File: config.mk
export PLATFORM = sky130hd
export DESIGN_NAME = ram_array
export DESIGN_NICKNAME = d
export VERILOG_FILES = /design/src/rtl/ram_array.sv
export SDC_FILE = /design/constraint.sdc
export NUM_CORES = 1
export LEC_CHECK = 0
export BUFFER_PORTS_ARGS = -buffer_cell sky130_fd_sc_hd__buf_2
export CORE_MARGIN = 3
export CORE_UTILIZATION = 46
export DETAILED_ROUTE_END_ITERATION = 7
export SKIP_LAST_GASP = 1
export SYNTH_ARGS = -nofsm -noshare
export SYNTH_HDL_FRONTEND = slang
export SYNTH_SLANG_ARGS = --single-unit
export TNS_END_PERCENT = 100
File: constraint.sdc
create_clock -name clk -period 3.8 [get_ports clk]
set_input_delay 0.95 -clock clk [delete_from_list [all_inputs] [get_ports clk]]
set_output_delay 0.95 -clock clk [all_outputs]
set_load 0.01 [all_outputs]
File: src/rtl/ram_array.sv
// ram_array: single-port word memory with a self-clearing sweep after reset.
// After reset the whole array is zeroed one word per cycle (BUSY high), then
// the block accepts one read or write per rising edge. Reads are registered
// (one-cycle latency) and out-of-range addresses raise a one-cycle ERR pulse.
module ram_array #(
   parameter  int WIDTH = 8,
   parameter  int DEPTH = 16,
   localparam int AW    = $clog2(DEPTH)
) (
   input  logic             clk,
   input  logic             rst,
   input  logic             sel,
   input  logic             read,
   input  logic [AW-1:0]    addr,
   input  logic [WIDTH-1:0] in,
   output logic [WIDTH-1:0] out,
   output logic             valid,
   output logic             err,
   output logic             busy
);

   typedef enum logic {
      ST_CLEAR = 1'b0,
      ST_IDLE  = 1'b1
   } state_t;

   localparam logic [AW-1:0] LAST_ADDR = AW'(DEPTH - 1);
   localparam logic [AW:0]   DEPTH_W   = (AW + 1)'(DEPTH);

   // Storage array; written by the clear sweep or by accepted writes only
   logic [WIDTH-1:0] mem [DEPTH];

   state_t           state_reg, state_next;
   logic [AW-1:0]    ptr_reg, ptr_next;
   logic [WIDTH-1:0] out_reg, out_next;
   logic             valid_reg, valid_next;
   logic             err_reg, err_next;
   logic             busy_reg, busy_next;

   logic             mem_we;
   logic [AW-1:0]    mem_waddr;
   logic [WIDTH-1:0] mem_wdata;
   logic             in_range;

   // Non-power-of-two depths leave a hole in the address space that must be trapped
   assign in_range = ({1'b0, addr} < DEPTH_W);

   // Next-state, memory-write and output decode for the CLEAR/IDLE machine
   always_comb begin
      state_next = state_reg;
      ptr_next   = ptr_reg;
      out_next   = out_reg;
      valid_next = 1'b0;
      err_next   = 1'b0;
      busy_next  = busy_reg;
      mem_we     = 1'b0;
      mem_waddr  = ptr_reg;
      mem_wdata  = '0;

      case (state_reg)
         ST_CLEAR: begin
            // Sweep zeroes one word per edge; bus inputs are ignored here
            mem_we    = 1'b1;
            mem_waddr = ptr_reg;
            ptr_next  = ptr_reg + 1'b1;
            if (ptr_reg == LAST_ADDR) begin
               state_next = ST_IDLE;
               busy_next  = 1'b0;
               ptr_next   = '0;
            end
         end
         ST_IDLE: begin
            busy_next = 1'b0;
            if (sel) begin
               if (!in_range) begin
                  err_next = 1'b1;
                  if (read) begin
                     valid_next = 1'b1;
                     out_next   = '0;
                  end
               end else if (read) begin
                  valid_next = 1'b1;
                  out_next   = mem[addr];
               end else begin
                  mem_we    = 1'b1;
                  mem_waddr = addr;
                  mem_wdata = in;
               end
            end
         end
         default: begin
            state_next = ST_CLEAR;
            ptr_next   = '0;
            busy_next  = 1'b1;
         end
      endcase

      // Reset aborts any access in flight; the memory is left untouched on that edge
      if (rst) begin
         mem_we = 1'b0;
      end
   end

   // State, sweep pointer and output registers with synchronous reset
   always_ff @(posedge clk) begin
      if (rst) begin
         state_reg <= ST_CLEAR;
         ptr_reg   <= '0;
         out_reg   <= '0;
         valid_reg <= 1'b0;
         err_reg   <= 1'b0;
         busy_reg  <= 1'b1;
      end else begin
         state_reg <= state_next;
         ptr_reg   <= ptr_next;
         out_reg   <= out_next;
         valid_reg <= valid_next;
         err_reg   <= err_next;
         busy_reg  <= busy_next;
      end
   end

   // Single write port into the array (no reset so it maps onto RAM)
   always_ff @(posedge clk) begin
      if (mem_we) begin
         mem[mem_waddr] <= mem_wdata;
      end
   end

   assign out   = out_reg;
   assign valid = valid_reg;
   assign err   = err_reg;
   assign busy  = busy_reg;

endmodule
# After elaboration in Yosys (flattened, before gate mapping)

Memory sizes are Yosys's and may differ from the RTL's. A register that Yosys moved wholly into a read port is not among the register bits.
Cells that the tools add are included.

Word-level logic and storage cells: 30
Bits in registers: 7
RAM bits: 128
Output and inout bits: 11
Memories: 1

$add $sub $neg: 1
Multiplexer cells: 18
Bitwise operators: 2
Reductions and logical operators: 2
Equal/unequal tests: 2

Memories:

| memory | depth | width | rd ports | clocked after memory_dff | wr ports | line | text |
|---|---|---|---|---|---|---|---|
| mem    | 16    | 8     | 1        | 1                        | 1        | 31   | `logic [WIDTH-1:0] mem [DEPTH];` |

Operators by type and width:

| operator                                      | number |
|---|---|
| two-way mux 8 bit                             | 3 |
| two-way mux 4 bit                             | 3 |
| two-way mux 1 bit                             | 9 |
| case mux 4 bit (2 select lines)               | 1 |
| adder 4 x 1 -> 4 bit (second input constant)  | 1 |
| == test 4 bit (second input constant)         | 1 |
| case mux 1 bit (2 select lines)               | 2 |
| AND reduction 3 bit                           | 1 |
| OR reduction 3 bit                            | 1 |
| inequality test 2 bit (second input constant) | 1 |
| inverter 1 bit                                | 2 |

# Longest topological paths before layout

Depth in word-level cells: 6
Gate-level depth with buffers: 8
Gate-level depth less buffers: 4

# Least setup slack after synthesis

Ideal clock, no wire load.

Kind: input to register
From: input port read
To: memory mem[0][0], enable pin
Path buffers: 1
Stages on the path: 5
Data arrival time: 2.272 ns
Path slack: 1.158 ns
Setup time: 0.370 ns
Path through: and3b_1 -> buf_2 -> mux2i_1 -> or3b_1 -> nor2_1

Longest elaborated chain between the ends: 6

Ends and longest elaborated chain:

| element                                 | line | text |
|---|---|---|
| start, declared                         | 13   | `input logic read,` |
| two-way mux 1 bit                       | 81   | `end else if (read) begin` |
| two-way mux 1 bit                       | 74   | `if (sel) begin` |
| case mux 1 bit (2 select lines)         | 60   | `case (state_reg)` |
| two-way mux 1 bit                       | 99   | `if (rst) begin` |
| two-way mux 1 bit                       | 125  | `if (mem_we) begin` |
| two-way mux 1 bit (implied by the code) | 126  | `mem[mem_waddr] <= mem_wdata;` |
| end, declared                           | 31   |  |

Parallel ways exist; a longest one is shown, timed or not.

# Final worst setup path

From: input port read
To: memory mem[0][6], enable pin

The elaborated chain is that of the path after synthesis.

==> results_dict.tcl <==
set metrics [dict create \
    outcome "complete, no violations" \
    clock-root-buffer "sky130_fd_sc_hd__clkbuf_16" \
    synthDominantCellAreaShare_pct 67.31 \
    timing.critical_path.buf_inv 1 \
    synth_top_cells_by_area "sky130_fd_sc_hd__edfxtp_1 67%, sky130_fd_sc_hd__mux4_2 5.9%, sky130_fd_sc_hd__dfxtp_1 5.3%, sky130_fd_sc_hd__mux4_1 4.6%, sky130_fd_sc_hd__mux2i_1 4.4%" \
    drt_pass1_iterations 4 \
    tightest_slew_ns 1.032 \
    buffers_on_ports 25 \
    cts.clk_slew.worst_paths_ns 0.06 \
    setup.worst_path.start_class "primary input" \
    ctsResizeCount 0 \
    nNetsFinal 369 \
    syn2layout_area_growth_pct 15.95 \
    cts_hold_buf 0 \
    setup_slack_ns 1.265 \
    postCtsSetupRepairBufs 0 \
    final-max-slew-violation-count 0 \
    synth_cells 311 \
    finalSetupTns_ns 0 \
    grt_pass1_vias 2953 \
    worstHoldPathType "flop to flop" \
    critical-path-top-delay-family "simple AND/OR/NAND/NOR gates" \
    wire_per_inst_um 22.70 \
    synth_largest_area_cell "sky130_fd_sc_hd__edfxtp_1" \
    crit_path_end_kind "flop" \
    clock_insertion_delay_worst_skew_ns 0.42 \
    ys_dominant_reg_cell "sky130_fd_sc_hd__edfxtp_1" \
    overflow 0 \
    remaining_drc_errors 0 \
    global_route_wire_length_before_repair_mm 18.42 \
    final_layout_size_suffix_gt1_share_pct 24.38 \
    max-clock-path-buffers 2 \
    arrival_ns 2.58 \
    finalHoldViolCount 0 \
    synth_seq_area_share_pct 72.57 \
    synth.most_common_cell "sky130_fd_sc_hd__edfxtp_1" \
    design.portCount 27 \
    netlist_top_cells_count "128 x sky130_fd_sc_hd__edfxtp_1, 25 x sky130_fd_sc_hd__mux2i_1, 23 x sky130_fd_sc_hd__nor2_1" \
    max_cap_viol_count 0 \
    area_of_the_placeable_core_sq_um 12060 \
    dp_slack_ns 0.8625 \
    cpPeakStageDelay_ns 0.56 \
    power_mw 3.486 \
    leakage_nw 2.426 \
    hpwlAfterDp_mm 7.976 \
    numClockSinks 143 \
    cts_made_buffers 17 \
    power.density_cell_area_nw_per_um2 526.4 \
    grt_max_degree 26 \
    timing.critical_path.cells "buf_2 > and3b_1 > mux2i_1 > or3b_1 > nor2_1" \
    edff_count_synth 128 \
    skew_ns 0.008977 \
    antenna_cells 0 \
    cp.required_ns 3.85 \
    track_usage_pct 18.62 \
    avgSynthCellArea_sq_um 18.36 \
    synth_async_sr_flop_share_pct 0 \
    ys_seq_elements 143 \
    synth-warning-count 0 \
    final_core_util_pct 54.90 \
    die_area_sq_um 13790 \
    post-route-min-period_ns 2.535 \
    htree_levels 4 \
    netlist_area_sq_um 5710 \
    antenna_violating_nets_post_route 0 \
    power.ir.vdd_worst_mv 0.2760 \
    die_width_um 117.4 \
    report.final.setup_viol 0 \
    via_count 2958 \
    final.hold.worst_slack_ns 0.4490 \
    syn_nets 328 \
    yosys.cell_types.count 37 \
    finalWirelength_mm 12.10 \
    drtIter0Drc 190 \
    vias_per_cell 5.550 \
    place_congestion 0.8107 \
    grt_antenna_before_repair 0 \
    timing.slew.headroom_pct 30.88 \
    cp_slowest_cell "sky130_fd_sc_hd__nor2_1" \
    critical_path.max_fanout 8 \
    reg2reg_slack_ns 1.38 \
    start_util_pct 47.34 \
    fin_crit_sh_pct 66.71 \
    crit_type "primary input to flop" \
    clock.fmax_mhz 394.5 \
    max_reg_flops 128 \
    die_h_um 117.4 \
    rsz0062_at_grt "no" \
    cts_tree "done" \
    fp-row-count 40 \
]
-- per-stage QoR --
step	cell area, sq um	std cells
finish	6621	533
global route	6621	533
CTS	6621	533
detailed placement	6025	501
global placement	6025	501
floorplan	5710	311
-- cell usage in the layout (no fill, tap or decap), types with 2 or more instances in the layout --
cell type	count
sky130_fd_sc_hd__edfxtp_1	128
sky130_fd_sc_hd__mux2i_1	25
sky130_fd_sc_hd__buf_2	25
sky130_fd_sc_hd__nor2_1	23
sky130_fd_sc_hd__clkbuf_16	17
sky130_fd_sc_hd__mux4_2	15
sky130_fd_sc_hd__dfxtp_1	15
sky130_fd_sc_hd__o211ai_1	14
sky130_fd_sc_hd__buf_4	14
sky130_fd_sc_hd__mux4_1	10
sky130_fd_sc_hd__and2_1	9
sky130_fd_sc_hd__nand2_1	9
sky130_fd_sc_hd__a22oi_1	8
sky130_fd_sc_hd__clkinvlp_4	7
sky130_fd_sc_hd__a31oi_1	6
sky130_fd_sc_hd__clkinv_2	4
sky130_fd_sc_hd__inv_1	3
sky130_fd_sc_hd__nor3b_1	3
sky130_fd_sc_hd__a21oi_1	3
sky130_fd_sc_hd__bufinv_16	3
sky130_fd_sc_hd__nand2b_1	2
sky130_fd_sc_hd__or3_1	2
sky130_fd_sc_hd__nor3_1	2
sky130_fd_sc_hd__nor2b_1	2
sky130_fd_sc_hd__o21ai_0	2
-- power breakdown --
group	switching, mW	total [mW]	internal, mW	leakage (nW)
combinational	0.0735	0.129	0.0558	0.717
clock	0.613	1.64	1.02	0.273
sequential	0.00939	1.72	1.71	1.44
-- per-layer routing --
metal	wire, um	global-route usage, %
met3	644	4.388
met5	0	0
met2	5512	26.70
met1	5657	27.47
met4	284	7.991
-- cell families (layout without fill, tap and decap cells) --
| group | Yosys count | count (layout) | share of synthesized area, % |
|---|---|---|---|
| flops | 143 | 143 | 72.57 |
| simple gates | 57 | 57 | 4.995 |
| xor+xnor | 1 | 1 | 0.1534 |
| buf+inv | 21 | 75 | 2.476 |
| fa+ha+maj | 1 | 1 | 0.2191 |
| compound gates | 36 | 36 | 4.426 |
| mux | 51 | 51 | 15.10 |
| other cells | 1 | 1 | 0.06567 |
-- worst register-to-register path, stage by stage (launching register included) --
cell	delay, ns
sky130_fd_sc_hd__dfxtp_1	0.54
sky130_fd_sc_hd__and3b_1	0.26
sky130_fd_sc_hd__mux2i_1	0.21
sky130_fd_sc_hd__or3b_1	0.48
sky130_fd_sc_hd__nor2_1	0.56
-- final timing paths --
check | from | to | cells after the start
min | busy | busy | 1
max reg2reg | state_reg | mem[0][6] | 4
min reg2reg | busy | busy | 1
max | read | mem[0][6] | 5
-- area by class of cell --
| type | count | area [sq um] |
|---|---|---|
| Inverter | 4 | 15.01 |
| Timing Repair Buffer | 39 | 230.2 |
| Fill cell | 942 | 5440 |
| Tap cell | 168 | 210.2 |
| Clock buffer | 17 | 425.4 |
| Sequential cell | 143 | 4144 |
| Multi-Input combinational cell | 147 | 1425 |
| Clock inverter | 15 | 171.4 |
(Power assumes the default switching activity.)
